`src/rtl/append_fcs_pad.sv`:
```
// Ethernet TX frame closer: CRC-32 over payload (+ optional zero pad to a
// minimum length), FCS appended low byte first, spilling into a tail beat.
//
// Ports:
//   clock, aresetn       clock, synchronous active-low reset
//   saxis_t*             AXI-Stream input (tdata/tkeep/tlast/tuser/tvalid/tready)
//   maxis_t*             AXI-Stream output, single registered stage
module append_fcs_pad #(
    parameter int DATA_BYTES      = 8,
    parameter int DATA_BITS       = DATA_BYTES * 8,
    parameter bit PAD_ENABLE      = 1'b1,
    parameter int MIN_FRAME_BYTES = 60,
    parameter bit ERR_INVERT_FCS  = 1'b1
) (
    input  logic                  clock,
    input  logic                  aresetn,
    input  logic [DATA_BITS-1:0]  saxis_tdata,
    input  logic                  saxis_tvalid,
    output logic                  saxis_tready,
    input  logic [DATA_BYTES-1:0] saxis_tkeep,
    input  logic                  saxis_tlast,
    input  logic                  saxis_tuser,
    output logic [DATA_BITS-1:0]  maxis_tdata,
    output logic                  maxis_tvalid,
    input  logic                  maxis_tready,
    output logic [DATA_BYTES-1:0] maxis_tkeep,
    output logic                  maxis_tlast,
    output logic                  maxis_tuser
);
    localparam int CW = $clog2(MIN_FRAME_BYTES + 1);

    typedef enum logic [1:0] {S_DATA, S_PAD, S_TAIL} state_t;

    state_t                state_q, state_d;
    logic [CW-1:0]         cnt_q, cnt_d;
    logic [31:0]           crc_q, crc_d;
    logic [31:0]           spill_q, spill_d;
    logic [2:0]            spill_n_q, spill_n_d;
    logic                  err_q, err_d;
    logic                  rdy_q;
    logic [DATA_BITS-1:0]  tdata_q, tdata_d;
    logic [DATA_BYTES-1:0] tkeep_q, tkeep_d;
    logic                  tvalid_q, tvalid_d;
    logic                  tlast_q, tlast_d;
    logic                  tuser_q, tuser_d;

    logic                  load;
    logic [DATA_BITS-1:0]  src, beat;
    logic [31:0]           crc_c, fcs;
    logic                  is_last, go, err_in, pad_now, closing;
    int                    kin, n, base;

    function automatic logic [31:0] crc_byte(input logic [31:0] c,
                                             input logic [7:0]  b);
        logic [31:0] r;
        r = c ^ {24'h0, b};
        for (int k = 0; k < 8; k++)
            r = r[0] ? ((r >> 1) ^ 32'hEDB88320) : (r >> 1);
        return r;
    endfunction

    function automatic logic [DATA_BYTES-1:0] ones(input int k);
        logic [DATA_BYTES-1:0] r;
        for (int i = 0; i < DATA_BYTES; i++)
            r[i] = (i < k);
        return r;
    endfunction

    // rdy_q holds tready low for the cycle right after reset
    assign load         = !tvalid_q || maxis_tready;
    assign saxis_tready = rdy_q && (state_q == S_DATA) && load;

    assign maxis_tdata  = tdata_q;
    assign maxis_tvalid = tvalid_q;
    assign maxis_tkeep  = tkeep_q;
    assign maxis_tlast  = tlast_q;
    assign maxis_tuser  = tuser_q;

    always_comb begin
        state_d   = state_q;
        cnt_d     = cnt_q;
        crc_d     = crc_q;
        spill_d   = spill_q;
        spill_n_d = spill_n_q;
        err_d     = err_q;
        tdata_d   = tdata_q;
        tkeep_d   = tkeep_q;
        tvalid_d  = tvalid_q;
        tlast_d   = tlast_q;
        tuser_d   = tuser_q;
        if (load)
            tvalid_d = 1'b0;

        kin = 0;
        for (int i = 0; i < DATA_BYTES; i++)
            if (saxis_tkeep[i])
                kin = kin + 1;
        src     = saxis_tdata;
        is_last = saxis_tlast;
        err_in  = saxis_tuser;
        go      = saxis_tvalid && saxis_tready;

        // A pad beat is handled as a last beat carrying no input bytes
        if (state_q == S_PAD) begin
            src     = '0;
            kin     = 0;
            is_last = 1'b1;
            err_in  = err_q;
            go      = load;
        end

        base    = int'(cnt_q);
        pad_now = PAD_ENABLE && is_last && (base + kin < MIN_FRAME_BYTES);
        closing = is_last;
        n       = kin;
        if (pad_now) begin
            closing = (base + DATA_BYTES >= MIN_FRAME_BYTES);
            n       = closing ? MIN_FRAME_BYTES - base : DATA_BYTES;
        end

        // Unkept input bytes become zeros, which double as pad bytes
        beat  = '0;
        crc_c = crc_q;
        for (int i = 0; i < DATA_BYTES; i++) begin
            if (i < kin)
                beat[8*i +: 8] = src[8*i +: 8];
            if (i < n)
                crc_c = crc_byte(crc_c, beat[8*i +: 8]);
        end
        fcs = ~crc_c;
        if (ERR_INVERT_FCS && err_in)
            fcs = ~fcs;
        if (closing)
            for (int i = 0; i < DATA_BYTES; i++)
                if (i >= n && i < n + 4)
                    beat[8*i +: 8] = fcs[8*(i-n) +: 8];

        if (state_q == S_TAIL) begin
            if (load) begin
                tvalid_d = 1'b1;
                tdata_d  = '0;
                for (int j = 0; j < 4; j++)
                    if (j < int'(spill_n_q))
                        tdata_d[8*j +: 8] = spill_q[8*j +: 8];
                tkeep_d  = ones(int'(spill_n_q));
                tlast_d  = 1'b1;
                tuser_d  = err_q;
                state_d  = S_DATA;
            end
        end else if (go) begin
            tvalid_d = 1'b1;
            tdata_d  = beat;
            tlast_d  = 1'b0;
            tuser_d  = 1'b0;
            if (closing) begin
                crc_d = '1;
                cnt_d = '0;
                if (n + 4 <= DATA_BYTES) begin
                    tkeep_d = ones(n + 4);
                    tlast_d = 1'b1;
                    tuser_d = err_in;
                    state_d = S_DATA;
                end else begin
                    // Keep only the FCS bytes that did not fit
                    tkeep_d   = '1;
                    spill_d   = fcs >> (8 * (DATA_BYTES - n));
                    spill_n_d = 3'(n + 4 - DATA_BYTES);
                    err_d     = err_in;
                    state_d   = S_TAIL;
                end
            end else begin
                tkeep_d = ones(n);
                crc_d   = crc_c;
                cnt_d   = (base + n >= MIN_FRAME_BYTES) ?
                          CW'(MIN_FRAME_BYTES) : CW'(base + n);
                if (pad_now) begin
                    err_d   = err_in;
                    state_d = S_PAD;
                end
            end
        end
    end

    always_ff @(posedge clock) begin
        if (!aresetn) begin
            state_q   <= S_DATA;
            cnt_q     <= '0;
            crc_q     <= '1;
            spill_q   <= '0;
            spill_n_q <= '0;
            err_q     <= 1'b0;
            rdy_q     <= 1'b0;
            tdata_q   <= '0;
            tkeep_q   <= '0;
            tvalid_q  <= 1'b0;
            tlast_q   <= 1'b0;
            tuser_q   <= 1'b0;
        end else begin
            state_q   <= state_d;
            cnt_q     <= cnt_d;
            crc_q     <= crc_d;
            spill_q   <= spill_d;
            spill_n_q <= spill_n_d;
            err_q     <= err_d;
            rdy_q     <= 1'b1;
            tdata_q   <= tdata_d;
            tkeep_q   <= tkeep_d;
            tvalid_q  <= tvalid_d;
            tlast_q   <= tlast_d;
            tuser_q   <= tuser_d;
        end
    end
endmodule

```
`config.mk`:
```
export PLATFORM = sky130hd
export DESIGN_NAME = append_fcs_pad
export DESIGN_NICKNAME = d
export VERILOG_FILES = /design/src/rtl/append_fcs_pad.sv
export SDC_FILE = /design/constraint.sdc
export NUM_CORES = 1
export LEC_CHECK = 0
export ABC_AREA = 1
export ABC_CLOCK_PERIOD_IN_PS = 32800
export BUFFER_PORTS_ARGS = -buffer_cell sky130_fd_sc_hd__buf_2
export CAP_MARGIN = 20
export CELL_PAD_IN_SITES_DETAIL_PLACEMENT = 1
export CELL_PAD_IN_SITES_GLOBAL_PLACEMENT = 2
export CORE_UTILIZATION = 35
export CTS_CLUSTER_SIZE = 8
export DETAILED_ROUTE_END_ITERATION = 8
export PLACE_DENSITY_LB_ADDON = 0.1
export SLEW_MARGIN = 20
export SYNTH_ARGS = -nofsm -noshare
export SYNTH_HDL_FRONTEND = slang
export SYNTH_SLANG_ARGS = --single-unit
```
`constraint.sdc`:
```
create_clock -name clock -period 32.8 [get_ports clock]
set_input_delay 0 -clock clock [delete_from_list [all_inputs] [get_ports clock]]
set_output_delay 0 -clock clock [all_outputs]
set_load 0.01 [all_outputs]
```
==> flow_summary.html, run 1 <==
<table>
<tr><th>Metric</th><th>Value</th></tr>
<tr><th colspan="2">Run status</th></tr>
<tr><td>Status</td><td>finished clean</td></tr>
<tr><th colspan="2">Finish</th></tr>
<tr><td>Ant diodes</td><td>0</td></tr>
<tr><td>Final net count</td><td>5317</td></tr>
<tr><td>Count of filler cells inserted in the layout</td><td>10900</td></tr>
<tr><td>Share of cells above drive strength 1</td><td>0.121</td></tr>
<tr><td>Area added between synthesis and finish</td><td>7.87%</td></tr>
<tr><th colspan="2">Logic synthesis</th></tr>
<tr><td>Flop and latch count out of synthesis</td><td>152</td></tr>
<tr><td>Combinational family with the most area after synthesis</td><td>simple AND/OR/NAND/NOR gates</td></tr>
<tr><td>Multiplexer share of the synthesized area</td><td>0</td></tr>
<tr><td>Number of distinct library cells after synthesis</td><td>64</td></tr>
<tr><td>Part of the Yosys area used for sequential elements</td><td>0.114</td></tr>
<tr><td>Count of flip-flops with a built-in enable after synthesis</td><td>0</td></tr>
<tr><td>Nets in the synthesized netlist</td><td>5275</td></tr>
<tr><td>Adder-cell area share of the yosys netlist</td><td>0.0270</td></tr>
<tr><td>Share of flip-flops with an asynchronous set or reset after synthesis</td><td>0</td></tr>
<tr><td>Xor and xnor area share after synthesis</td><td>0.0414</td></tr>
<tr><td>Synthesized area per cell</td><td>5.20 um2</td></tr>
<tr><td>Number of warnings reported in the yosys synthesis log</td><td>0</td></tr>
<tr><td>Number of instances in the synthesized netlist</td><td>5140</td></tr>
<tr><td>Fraction of the mapped netlist area in compound gates</td><td>0.0822</td></tr>
<tr><td>Most common flop cell mapped by yosys</td><td>sky130_fd_sc_hd__dfxtp_1</td></tr>
<tr><td>Area fraction in and, or, nand and nor cells after synthesis</td><td>0.653</td></tr>
<tr><td>Post-synthesis instance area</td><td>0.0267 mm2</td></tr>
<tr><th colspan="2">Floorplan</th></tr>
<tr><td>Die extent in x</td><td>278 um</td></tr>
<tr><td>Initial core utilization</td><td>0.357</td></tr>
<tr><td>Cell row count</td><td>100</td></tr>
<tr><td>Die outline area</td><td>0.0775 mm2</td></tr>
<tr><td>Number of placed I/O pins</td><td>154</td></tr>
<tr><td>Core Region</td><td>0.0749 mm2</td></tr>
<tr><td>Vertical die dimension</td><td>278 um</td></tr>
<tr><th colspan="2">Critical path</th></tr>
<tr><td>Maximum fanout along the worst path</td><td>45</td></tr>
<tr><td>Count of cells along the worst register-to-register path</td><td>72</td></tr>
<tr><td>Critical Setup Path Class</td><td>in -&gt; reg</td></tr>
<tr><td>Critical register-to-register path startpoint</td><td>state_q[0]</td></tr>
<tr><td>Flop-to-flop setup slack</td><td>19220 ps</td></tr>
<tr><td>Count of buffering cells on the critical path with inverters included</td><td>10</td></tr>
<tr><td>Maximum cell stage delay along the critical path</td><td>540 ps</td></tr>
<tr><td>Element type at the critical path end</td><td>flop</td></tr>
<tr><td>Slowest library cell on the worst path</td><td>sky130_fd_sc_hd__inv_2</td></tr>
<tr><td>WP data required</td><td>33200 ps</td></tr>
<tr><td>Most repeated library cell on the critical path</td><td>sky130_fd_sc_hd__nand2_1</td></tr>
<tr><td>Endpoint of the most critical register-to-register path</td><td>maxis_tdata[51]</td></tr>
<tr><td>Top cell family by delay on the critical path</td><td>simple AND/OR/NAND/NOR gates</td></tr>
<tr><td>Launching element type of the critical path</td><td>primary input</td></tr>
<tr><td>WP data arrival</td><td>15240 ps</td></tr>
<tr><th colspan="2">STA</th></tr>
<tr><td>Timing-limited maximum frequency</td><td>67.4 MHz</td></tr>
<tr><td>Final Max Tran Viols</td><td>0</td></tr>
<tr><td>Clock period minus worst slack</td><td>14840 ps</td></tr>
<tr><td>Final hold violations</td><td>0</td></tr>
<tr><td>Slew of the pin with the lowest slew margin</td><td>1090 ps</td></tr>
<tr><td>Worst-case clock skew</td><td>19.7 ps</td></tr>
<tr><td>Setup repair after global routing missed its margin</td><td>false</td></tr>
<tr><td>Final setup violation count</td><td>0</td></tr>
<tr><td>Worst slew slack as a fraction of its limit</td><td>0.264</td></tr>
<tr><td>Sum of negative setup slack</td><td>0 ps</td></tr>
<tr><td>Final worst path period share</td><td>0.452</td></tr>
<tr><th colspan="2">Clock tree</th></tr>
<tr><td>CTS Root Cell</td><td>sky130_fd_sc_hd__clkbuf_16</td></tr>
<tr><td>Largest buffer count on any clock path</td><td>2</td></tr>
<tr><td>Number of buffers created by CTS</td><td>17</td></tr>
<tr><td>Postcts setup bufs</td><td>0</td></tr>
<tr><td>Clock tree from TritonCTS</td><td>done</td></tr>
<tr><td>Clk Latency, worst-skew pair</td><td>470 ps</td></tr>
<tr><td>Count of clock tree sinks</td><td>152</td></tr>
<tr><td>Clock input transition at the sequential cells of the worst setup and hold paths</td><td>80 ps</td></tr>
<tr><td>Depth of the CTS H-tree</td><td>4</td></tr>
<tr><th colspan="2">Placed design</th></tr>
<tr><td>Sum of net half-perimeters after detailed placement</td><td>120 mm</td></tr>
<tr><td>Final estimated routing congestion in global placement</td><td>0.977</td></tr>
<tr><td>Port Buf Inserts</td><td>153</td></tr>
<tr><th colspan="2">Drt</th></tr>
<tr><td>DRC violation count after routing</td><td>0</td></tr>
<tr><td>Router iterations before antenna repair</td><td>5</td></tr>
<tr><td>Vias per cell</td><td>5.69</td></tr>
<tr><td>Initial drt markers</td><td>3188</td></tr>
<tr><td>Overall routed net length</td><td>146 mm</td></tr>
<tr><td>Post-detailed-route count of antenna-violating nets</td><td>0</td></tr>
<tr><td>WL per Instance</td><td>23.7 um</td></tr>
<tr><td>Via count</td><td>35100</td></tr>
<tr><th colspan="2">Hold path</th></tr>
<tr><td>Path category of the worst min-delay check</td><td>in -&gt; reg</td></tr>
<tr><td>Hold depth</td><td>7</td></tr>
<tr><td>Hold Path Sink</td><td>maxis_tdata[61]</td></tr>
<tr><td>Hold path startpoint</td><td>saxis_tdata[61]</td></tr>
<tr><th colspan="2">Global route</th></tr>
<tr><td>Met2 Usage GRT</td><td>0.575</td></tr>
<tr><td>Grt ovf</td><td>0</td></tr>
<tr><td>Via count of the first global-routing pass</td><td>33000</td></tr>
<tr><td>Global-route total usage across every layer</td><td>0.368</td></tr>
<tr><td>Pin count of the biggest net entering global routing</td><td>71</td></tr>
<tr><td>Met1 Resource Use GR</td><td>0.502</td></tr>
<tr><td>Wire length of the first global-routing pass</td><td>216 mm</td></tr>
<tr><td>Initial antenna violation count</td><td>5</td></tr>
<tr><td>Global-route layer with the greatest usage</td><td>met2</td></tr>
<tr><td>M3 GR Usage</td><td>0.0443</td></tr>
<tr><th colspan="2">Flow run</th></tr>
<tr><td>Count of maximum capacitance violations</td><td>0</td></tr>
</table>
## cell usage in the layout, fill, tap and decap left out, types with 43 or more instances in the layout
master,count
sky130_fd_sc_hd__nand3_2,98
sky130_fd_sc_hd__nand2_1,2399
sky130_fd_sc_hd__ha_1,56
sky130_fd_sc_hd__dfxtp_1,152
sky130_fd_sc_hd__inv_2,43
sky130_fd_sc_hd__nand2_2,176
sky130_fd_sc_hd__nand3_1,974
sky130_fd_sc_hd__xor2_1,83
sky130_fd_sc_hd__o21ai_0,128
sky130_fd_sc_hd__buf_2,153
sky130_fd_sc_hd__nor2_1,105
sky130_fd_sc_hd__inv_1,289
sky130_fd_sc_hd__a21oi_1,191
## metrics by stage
step / hold slack [ps] / instances / instance area [um2] / util / setup slack [ps]
after global routing: 136 / 6164 / 28800 / 0.385 / 16650
after CTS: 111 / 6164 / 28800 / 0.385 / 18170
final: 125 / 6164 / 28800 / 0.385 / 17960
after floorplan: 27.7 / 5140 / 26700 / - / 22080
after detailed placement: 413 / 6131 / 28200 / 0.376 / 17740
after global placement: 414 / 6131 / 28200 / 0.376 / 18020
## worst max-delay path by stage
stage / end / slack, ps / from / cells past startpoint
2_1_floorplan: maxis_tdata[36] / 22080 / saxis_tkeep[0] / 101
3_3_place_gp: maxis_tdata[51] / 18020 / saxis_tkeep[0] / 95
3_5_place_dp: maxis_tdata[51] / 17740 / saxis_tkeep[0] / 91
4_1_cts: maxis_tdata[51] / 18170 / saxis_tkeep[0] / 91
5_1_grt: maxis_tdata[51] / 16650 / saxis_tkeep[0] / 95
6_report: maxis_tdata[51] / 17960 / saxis_tkeep[0] / 91
## registers in the layout, summed over array words and instances (netlist names)
name / count
maxis_tdata: 64
crc_q: 32
spill_q: 32
maxis_tkeep: 8
cnt_q: 6
spill_n_q: 3
state_q: 2
err_q: 1
maxis_tlast: 1
maxis_tuser: 1
maxis_tvalid: 1
rdy_q: 1
## worst reg2reg max path, delay by kind of cell (launching register included)
family | cells | cell delay [ps]
simple gates | 59 | 9740
buf+inv | 8 | 2070
fa+ha+maj | 2 | 660
compound gates | 3 | 660
flops | 1 | 370
## cells by family after synthesis
group / count (synthesis)
compound gates: 407
xor+xnor: 119
fa+ha+maj: 57
simple gates: 3890
buf+inv: 514
other cells: 1
flops: 152
## per-layer routing
layer  vias up  routed length, um  part of all wire
met5         -                 55           0.00038
met4         8               7390             0.050
met3       251               9300             0.064
met2      1200              63400              0.43
met1     16900              66100              0.45
li1      16800                  -                 -
## layout make-up
cell class                 count  area, um2  area share
inverter                     344       1300      0.0451
tap                          969       1210      0.0420
sequential                   152       3040       0.106
clock buffer                  18        429      0.0149
timing repair buffer         193       1070      0.0371
multi-input combinational   4474      21600       0.750
clock inverter                14        168     0.00581
## Yosys cell counts (all sizes together), types with 4 or more instances
master | instances | area share
nand2 | 2609 | 0.39
nor2 | 114 | 0.017
inv | 336 | 0.047
o221ai | 6 | 0.0020
nand3b | 10 | 0.0028
o211ai | 11 | 0.0031
clkbuf | 79 | 0.011
a31oi | 21 | 0.0051
nor3 | 17 | 0.0032
nand3 | 1075 | 0.22
o21ai | 154 | 0.029
dfxtp | 152 | 0.11
or2 | 16 | 0.0037
xor2 | 89 | 0.031
clkinv | 8 | 0.0011
nor4 | 6 | 0.0014
xnor2 | 30 | 0.010
a21oi | 197 | 0.038
a21boi | 7 | 0.0020
buf | 91 | 0.023
and2 | 4 | 0.00094
nand4 | 31 | 0.0075
ha | 56 | 0.026
## repair_timing
| item | 4_1_cts | 5_1_grt |
|---|---|---|
| gates resized for setup | 0 | 0 |
| hold endpoints to repair | 1 | 0 |
| hold buffers | 1 | 0 |
Power of run 1 is left out: the tool's default activity adds up to more than one toggle a clock period on the data nets, which glitch-free logic cannot reach.
==> run 2, diff against run 1 <==
ABC_CLOCK_PERIOD_IN_PS = 13380   (was 32800)
CORE_UTILIZATION = 29   (was 35)
clock period = 13.38 ns   (was 32.8 ns; I/O delays follow)
==> run 2 against run 1 <==
Compared with the run above: worst hold slack lost 74 ps; critical path depth grew 2; cell count grew 4.6%; non-clock buffer count grew 77; sequential cell count is the same; first-iteration DRC count shrank 12%; via count shrank 0.22%; sequential share of layout area shrank 0.53 points; wire length grew 7.3%; register-to-register slack lost 17000 ps; clock-buffer cell count shrank 1; highest routed layer unchanged.
==> flow_summary.html, run 2 (synthesis gave the netlist of run 1 again) <==
<table>
<tr><th>Metric</th><th>Value</th></tr>
<tr><th colspan="2">Clock tree</th></tr>
<tr><td>Largest buffer count on any clock path</td><td>2 (unchanged)</td></tr>
<tr><td>Number of buffers created by CTS</td><td>17 (unchanged)</td></tr>
<tr><td>Depth of the CTS H-tree</td><td>4 (unchanged)</td></tr>
<tr><td>CTS Root Cell</td><td>sky130_fd_sc_hd__clkbuf_16</td></tr>
<tr><td>Clock tree from TritonCTS</td><td>done</td></tr>
<tr><td>Clk Latency, worst-skew pair</td><td>500 ps (+30 ps)</td></tr>
<tr><td>Clock input transition at the sequential cells of the worst setup and hold paths</td><td>70 ps (about the same)</td></tr>
<tr><td>Count of clock tree sinks</td><td>152 (unchanged)</td></tr>
<tr><th colspan="2">Floorplan</th></tr>
<tr><td>Die extent in x</td><td>306 um (+9.8%)</td></tr>
<tr><td>Cell row count</td><td>110 (+10%)</td></tr>
<tr><td>Number of placed I/O pins</td><td>154 (unchanged)</td></tr>
<tr><td>Die outline area</td><td>0.0934 mm2 (+21%)</td></tr>
<tr><td>Core Region</td><td>0.0907 mm2 (+21%)</td></tr>
<tr><td>Initial core utilization</td><td>0.295 (-0.0619)</td></tr>
<tr><td>Vertical die dimension</td><td>306 um (+9.8%)</td></tr>
<tr><th colspan="2">Critical path</th></tr>
<tr><td>Number of gates on the worst path with buffers counted</td><td>93 (+2.2%)</td></tr>
<tr><td>Count of cells along the worst register-to-register path</td><td>75 (+4.2%)</td></tr>
<tr><td>Maximum fanout along the worst path</td><td>13 (-71%)</td></tr>
<tr><td>Maximum cell stage delay along the critical path</td><td>400 ps (-140 ps)</td></tr>
<tr><td>Element type at the critical path end</td><td>flop</td></tr>
<tr><td>Worst setup path startpoint</td><td>saxis_tkeep[0]</td></tr>
<tr><td>WP data required</td><td>13780 ps (-19420 ps)</td></tr>
<tr><td>Slowest library cell on the worst path</td><td>sky130_fd_sc_hd__o21ai_0</td></tr>
<tr><td>Critical Setup Path Class</td><td>in -&gt; reg</td></tr>
<tr><td>Count of buffering cells on the critical path with inverters included</td><td>11 (+1)</td></tr>
<tr><td>Top cell family by delay on the critical path</td><td>simple AND/OR/NAND/NOR gates</td></tr>
<tr><td>Launching element type of the critical path</td><td>primary input</td></tr>
<tr><td>Most repeated library cell on the critical path</td><td>sky130_fd_sc_hd__nand2_1</td></tr>
<tr><td>Flop-to-flop setup slack</td><td>2530 ps (-16690 ps)</td></tr>
<tr><td>Critical register-to-register path startpoint</td><td>state_q[0]</td></tr>
<tr><td>Endpoint of the most critical register-to-register path</td><td>maxis_tdata[34]</td></tr>
<tr><td>Critical path capture point</td><td>maxis_tdata[34]</td></tr>
<tr><td>WP data arrival</td><td>12870 ps (-2370 ps)</td></tr>
<tr><th colspan="2">STA</th></tr>
<tr><td>Final setup violation count</td><td>0 (unchanged)</td></tr>
<tr><td>Sum of negative setup slack</td><td>0 ps (unchanged)</td></tr>
<tr><td>Clock period minus worst slack</td><td>12470 ps</td></tr>
<tr><td>Final worst path period share</td><td>0.932</td></tr>
<tr><td>Timing-limited maximum frequency</td><td>80.2 MHz</td></tr>
<tr><td>Worst-case clock skew</td><td>27.5 ps (+7.88 ps)</td></tr>
<tr><td>Slew of the pin with the lowest slew margin</td><td>1070 ps (-23.1 ps)</td></tr>
<tr><td>Setup repair after global routing missed its margin</td><td>true</td></tr>
<tr><td>Final hold violations</td><td>0 (unchanged)</td></tr>
<tr><td>Setup ws final</td><td>914 ps (-17050 ps)</td></tr>
<tr><td>Worst slew slack as a fraction of its limit</td><td>0.287 (+0.0231)</td></tr>
<tr><td>Post-Route Hold Slack</td><td>50.6 ps (-74.2 ps)</td></tr>
<tr><td>Final Max Tran Viols</td><td>0 (unchanged)</td></tr>
<tr><th colspan="2">Finish</th></tr>
<tr><td>Final net count</td><td>5395 (+1.5%)</td></tr>
<tr><td>Commonest non-fill, non-tap cells in the layout</td><td>sky130_fd_sc_hd__nand2_1, sky130_fd_sc_hd__nand3_1, sky130_fd_sc_hd__inv_1</td></tr>
<tr><td>Ant diodes</td><td>0 (unchanged)</td></tr>
<tr><td>Area added between synthesis and finish</td><td>13.6%</td></tr>
<tr><td>Most common cell after layout, fill and taps aside</td><td>sky130_fd_sc_hd__nand2_1</td></tr>
<tr><td>Share of cells above drive strength 1</td><td>0.150 (+0.0291)</td></tr>
<tr><td>Max FFs per register</td><td>64 (unchanged)</td></tr>
<tr><th colspan="2">Global route</th></tr>
<tr><td>Grt ovf</td><td>0 (unchanged)</td></tr>
<tr><td>Initial antenna violation count</td><td>3 (-2)</td></tr>
<tr><td>Via count of the first global-routing pass</td><td>33900 (+2.5%)</td></tr>
<tr><td>Pin count of the biggest net entering global routing</td><td>82 (+15%)</td></tr>
<tr><td>Wire length of the first global-routing pass</td><td>229 mm (+5.9%)</td></tr>
<tr><td>Global-route total usage across every layer</td><td>0.328 (-0.0402)</td></tr>
<tr><th colspan="2">Drt</th></tr>
<tr><td>Router iterations before antenna repair</td><td>5 (unchanged)</td></tr>
<tr><td>Initial drt markers</td><td>2818 (-12%)</td></tr>
<tr><td>Vias per cell</td><td>5.43 (-4.6%)</td></tr>
<tr><td>WL per Instance</td><td>24.3 um (+2.5%)</td></tr>
<tr><td>Via count</td><td>35000 (-0.22%)</td></tr>
<tr><td>Overall routed net length</td><td>157 mm (+7.3%)</td></tr>
<tr><td>Post-detailed-route count of antenna-violating nets</td><td>0 (unchanged)</td></tr>
<tr><td>DRC violation count after routing</td><td>0 (unchanged)</td></tr>
<tr><th colspan="2">Placed design</th></tr>
<tr><td>Sum of net half-perimeters after detailed placement</td><td>130 mm (+8.3%)</td></tr>
<tr><td>Port Buf Inserts</td><td>153 (unchanged)</td></tr>
<tr><td>Final estimated routing congestion in global placement</td><td>0.986 (+0.91%)</td></tr>
<tr><td>Placement Setup Slack</td><td>-96.0 ps (-17840 ps)</td></tr>
<tr><th colspan="2">Run status</th></tr>
<tr><td>Status</td><td>finished clean</td></tr>
<tr><th colspan="2">Hold path</th></tr>
<tr><td>Path category of the worst min-delay check</td><td>in -&gt; reg</td></tr>
<tr><th colspan="2">Flow run</th></tr>
<tr><td>Count of maximum capacitance violations</td><td>0 (unchanged)</td></tr>
</table>
==> run 2: cell type report <==
cell class | count | area, um2
Clock buffer | 17 | 425
Clock inverter | 15 | 225
Fill cell | 12500 | 60300
Inverter | 344 | 1310
Multi-Input combinational cell | 4475 | 22200
Sequential cell | 152 | 3040
Tap cell | 1176 | 1470
Timing Repair Buffer | 270 | 1720
==> run 2: worst min path at each step <==
stage               cells after the start       startpoint               to
floorplan                               0          aresetn            rdy_q
global placement                        1  maxis_tdata[24]  maxis_tdata[24]
CTS                                     5   saxis_tdata[2]   maxis_tdata[2]
global route                            5   saxis_tdata[4]   maxis_tdata[4]
detailed placement                      1  maxis_tdata[25]  maxis_tdata[25]
finish                                  5   saxis_tdata[4]   maxis_tdata[4]
==> run 2: through the flow <==
stage | util | cell area [um2] | cells
floorplan | - | 26700 | 5140
global placement | 0.319 | 29000 | 6397
detailed placement | 0.319 | 29000 | 6397
global route | 0.335 | 30400 | 6449
finish | 0.335 | 30400 | 6449
CTS | 0.327 | 29600 | 6430
==> run 2: what timing repair did <==
item | in CTS | in global routing
endpoints found under the setup margin | 0 | 120
buffers inserted | 0 | 18
hold endpoints to repair | 1 | 0
gates resized for setup | 0 | 137
hold buffers | 1 | 0
==> run 2: layer usage <==
metal	up-vias	global-route usage	wire length (um)
li1	16900	-	-
met5	-	0	19
met2	973	0.531	69900
met1	16900	0.453	73700
met4	4	0.112	5900
met3	208	0.0283	7360
==> run 2: worst min-delay path, stage by stage <==
cell	delay, ps
sky130_fd_sc_hd__buf_2	150
sky130_fd_sc_hd__nand3_1	160
sky130_fd_sc_hd__nand2_1	70
sky130_fd_sc_hd__nand2_1	50
sky130_fd_sc_hd__a21oi_1	50
Power of run 2 is left out for the same reason.
==> run 3, diff against run 2 <==
CTS_BUF_LIST = sky130_fd_sc_hd__clkbuf_8   (was not set)
CTS_CLUSTER_SIZE = 12   (was 8)
==> run 3 against run 2 <==
Compared with the run above: maximum frequency hardly changed; cell count is the same; sequential cell count stayed put; via count rose by 0.14%; worst hold slack lost 8.9 ps; register-to-register slack got worse by 40 ps; wire length shrank 0.20%; critical path depth is the same; utilization decreased by 0.36 points; highest routed layer is now met4; sequential share of layout area rose by 0.11 points; clock skew rose by 3.2 ps; clock-buffer cell count did not move.
==> flow_summary.html, run 3 (synthesis gave the netlist of run 1 again) <==
<table>
<tr><th>Metric</th><th>Value</th></tr>
<tr><th colspan="2">Global route</th></tr>
<tr><td>Pin count of the biggest net entering global routing</td><td>82 (unchanged)</td></tr>
<tr><td>Initial antenna violation count</td><td>1 (-2)</td></tr>
<tr><td>Grt ovf</td><td>0 (unchanged)</td></tr>
<tr><td>Global-route total usage across every layer</td><td>0.327 (-0.000415)</td></tr>
<tr><td>Via count of the first global-routing pass</td><td>33800 (-0.15%)</td></tr>
<tr><td>Wire length of the first global-routing pass</td><td>228 mm (-0.11%)</td></tr>
<tr><th colspan="2">STA</th></tr>
<tr><td>Worst slew slack as a fraction of its limit</td><td>0.291 (+0.00316)</td></tr>
<tr><td>Final hold violations</td><td>0 (unchanged)</td></tr>
<tr><td>Setup repair after global routing missed its margin</td><td>true</td></tr>
<tr><td>Slew of the pin with the lowest slew margin</td><td>1060 ps (-4.74 ps)</td></tr>
<tr><td>Final Max Tran Viols</td><td>0 (unchanged)</td></tr>
<tr><td>Sum of negative setup slack</td><td>0 ps (unchanged)</td></tr>
<tr><td>Final worst path period share</td><td>0.933 (about the same)</td></tr>
<tr><td>Clock period minus worst slack</td><td>12480 ps (+11.6 ps)</td></tr>
<tr><td>Timing-limited maximum frequency</td><td>80.1 MHz (about the same)</td></tr>
<tr><td>Final setup violation count</td><td>0 (unchanged)</td></tr>
<tr><td>Worst-case clock skew</td><td>30.8 ps (+3.23 ps)</td></tr>
<tr><th colspan="2">Clock tree</th></tr>
<tr><td>Clock tree from TritonCTS</td><td>done</td></tr>
<tr><td>CTS Root Cell</td><td>sky130_fd_sc_hd__clkbuf_8</td></tr>
<tr><td>Count of clock tree sinks</td><td>152 (unchanged)</td></tr>
<tr><td>Depth of the CTS H-tree</td><td>4 (unchanged)</td></tr>
<tr><td>Clock input transition at the sequential cells of the worst setup and hold paths</td><td>130 ps (+60 ps)</td></tr>
<tr><td>Clk Latency, worst-skew pair</td><td>560 ps (+60 ps)</td></tr>
<tr><td>Number of buffers created by CTS</td><td>17 (unchanged)</td></tr>
<tr><td>Largest buffer count on any clock path</td><td>2 (unchanged)</td></tr>
<tr><th colspan="2">Drt</th></tr>
<tr><td>Post-detailed-route count of antenna-violating nets</td><td>0 (unchanged)</td></tr>
<tr><td>Router iterations before antenna repair</td><td>5 (unchanged)</td></tr>
<tr><td>Vias per cell</td><td>5.44 (+0.14%)</td></tr>
<tr><td>DRC violation count after routing</td><td>0 (unchanged)</td></tr>
<tr><td>Initial drt markers</td><td>2795 (-0.82%)</td></tr>
<tr><td>Via count</td><td>35100 (+0.14%)</td></tr>
<tr><td>WL per Instance</td><td>24.3 um (-0.20%)</td></tr>
<tr><td>Overall routed net length</td><td>157 mm (-0.20%)</td></tr>
<tr><th colspan="2">Critical path</th></tr>
<tr><td>Launching element type of the critical path</td><td>primary input</td></tr>
<tr><td>WP data arrival</td><td>12940 ps (+70 ps)</td></tr>
<tr><td>Endpoint of the most critical register-to-register path</td><td>maxis_tdata[34]</td></tr>
<tr><td>Slowest library cell on the worst path</td><td>sky130_fd_sc_hd__o21ai_0</td></tr>
<tr><td>Element type at the critical path end</td><td>flop</td></tr>
<tr><td>Maximum cell stage delay along the critical path</td><td>410 ps (about the same)</td></tr>
<tr><td>Most repeated library cell on the critical path</td><td>sky130_fd_sc_hd__nand2_1</td></tr>
<tr><td>WP data required</td><td>13840 ps (+60 ps)</td></tr>
<tr><td>Count of cells along the worst register-to-register path</td><td>76 (+1.3%)</td></tr>
<tr><td>Critical register-to-register path startpoint</td><td>state_q[0]</td></tr>
<tr><td>Maximum fanout along the worst path</td><td>13 (unchanged)</td></tr>
<tr><td>Flop-to-flop setup slack</td><td>2490 ps (-40 ps)</td></tr>
<tr><td>Critical Setup Path Class</td><td>in -&gt; reg</td></tr>
<tr><th colspan="2">Finish</th></tr>
<tr><td>Area added between synthesis and finish</td><td>12.3%</td></tr>
<tr><td>Count of filler cells inserted in the layout</td><td>12600 (+0.21%)</td></tr>
<tr><td>Final net count</td><td>5394 (-0.019%)</td></tr>
<tr><td>Multi-input logic area</td><td>0.0220 mm2 (-0.62%)</td></tr>
<tr><td>Non-Filler Cell Area, Final</td><td>0.0300 mm2 (-1.1%)</td></tr>
<tr><td>Commonest non-fill, non-tap cells in the layout</td><td>sky130_fd_sc_hd__nand2_1, sky130_fd_sc_hd__nand3_1, sky130_fd_sc_hd__inv_1</td></tr>
<tr><td>Utilization of the core after routing</td><td>0.331 (-0.00364)</td></tr>
<tr><td>Most common cell after layout, fill and taps aside</td><td>sky130_fd_sc_hd__nand2_1</td></tr>
<tr><td>Final non-filler cell total</td><td>6449 (unchanged)</td></tr>
<tr><td>Sequential standard cell area</td><td>0.00304 mm2 (unchanged)</td></tr>
<tr><td>Share of cells above drive strength 1</td><td>0.145 (-0.00509)</td></tr>
<tr><td>Max FFs per register</td><td>64 (unchanged)</td></tr>
<tr><th colspan="2">Flow run</th></tr>
<tr><td>Count of maximum capacitance violations</td><td>0 (unchanged)</td></tr>
<tr><th colspan="2">Floorplan</th></tr>
<tr><td>Number of placed I/O pins</td><td>154 (unchanged)</td></tr>
<tr><td>Initial core utilization</td><td>0.295 (unchanged)</td></tr>
<tr><td>Die outline area</td><td>0.0934 mm2 (unchanged)</td></tr>
<tr><td>Cell row count</td><td>110 (unchanged)</td></tr>
<tr><td>Die extent in x</td><td>306 um (unchanged)</td></tr>
<tr><td>Vertical die dimension</td><td>306 um (unchanged)</td></tr>
<tr><td>Core Region</td><td>0.0907 mm2 (unchanged)</td></tr>
<tr><th colspan="2">Placed design</th></tr>
<tr><td>Placement Cell Area</td><td>0.0290 mm2 (unchanged)</td></tr>
<tr><td>Sum of net half-perimeters after detailed placement</td><td>130 mm (unchanged)</td></tr>
<tr><td>Post-placement cell count</td><td>6397 (unchanged)</td></tr>
<tr><td>Port Buf Inserts</td><td>153 (unchanged)</td></tr>
<tr><td>Final estimated routing congestion in global placement</td><td>0.986 (unchanged)</td></tr>
<tr><th colspan="2">Hold path</th></tr>
<tr><td>Hold path startpoint</td><td>saxis_tdata[42]</td></tr>
<tr><td>Hold depth</td><td>7 (+2)</td></tr>
<tr><td>Hold Path Sink</td><td>maxis_tdata[42]</td></tr>
<tr><td>Path category of the worst min-delay check</td><td>in -&gt; reg</td></tr>
<tr><th colspan="2">Run status</th></tr>
<tr><td>Status</td><td>finished clean</td></tr>
</table>
==> run 3: cell types whose count changed in the layout (fill, tap and decap cells not counted), moves of 3 or more <==
| cell | delta |
|---|---|
| sky130_fd_sc_hd__nand2_1 | +11 |
| sky130_fd_sc_hd__clkbuf_8 | +17 |
| sky130_fd_sc_hd__dlygate4sd3_1 | +3 |
| sky130_fd_sc_hd__nand2_4 | -6 |
| sky130_fd_sc_hd__o21ai_0 | +3 |
| sky130_fd_sc_hd__nand3_1 | +10 |
| sky130_fd_sc_hd__clkbuf_16 | -17 |
| sky130_fd_sc_hd__nand2_2 | -6 |
| sky130_fd_sc_hd__nand3_2 | -8 |
==> run 3: layout make-up <==
type                            count  area share
Tap cell                         1176      0.0490
Antenna cell                        1   0.0000834
Clock buffer                       17     0.00779
Inverter                          344      0.0435
Timing Repair Buffer              270      0.0570
Multi-Input combinational cell   4474       0.734
Clock inverter                     15     0.00750
Sequential cell                   152       0.101
==> run 3: worst max-delay path by stage <==
stage | start | end | depth (start not counted)
final | saxis_tkeep[0] | maxis_tdata[34] | 93
after global routing | saxis_tkeep[0] | maxis_tdata[19] | 100
after CTS | saxis_tkeep[0] | maxis_tdata[34] | 96
after detailed placement | saxis_tkeep[0] | maxis_tdata[34] | 96
after global placement | saxis_tkeep[0] | maxis_tdata[34] | 97
after floorplan | saxis_tkeep[0] | maxis_tdata[36] | 101
==> run 3: metal layers <==
layer  vias to the layer above  wire length, um  GRT usage
met1                     17000            74100      0.455
met2                       960            70400      0.535
met5                         -                0          0
met4                         0             5060     0.0985
li1                      16900                -          -
met3                       184             7050     0.0236
==> run 3: through the flow <==
stage | hold WS [ps] | setup WS (ps)
final | 41.7 | 903
after CTS | 17.7 | 450
after global routing | 54.0 | -39.6
after detailed placement | 413 | -96.0
after global placement | 413 | 105
after floorplan | 27.7 | 2660
==> run 3: worst max-delay path, delay by kind of cell <==
| kind | cells | cell delay [ps] |
|---|---|---|
| xor+xnor | 4 | 1070 |
| compound gates | 9 | 1850 |
| buf+inv | 11 | 1120 |
| fa+ha+maj | 7 | 1900 |
| simple gates | 62 | 6970 |
==> run 3: timing repair <==
| action | in CTS | in global routing |
|---|---|---|
| resized for setup | 0 | 103 |
| hold buffers | 4 | 0 |
| buffers inserted | 0 | 15 |
| hold endpoints to repair | 6 | 0 |
| endpoints found under the setup margin | 0 | 117 |
Power of run 3 is left out for the same reason.
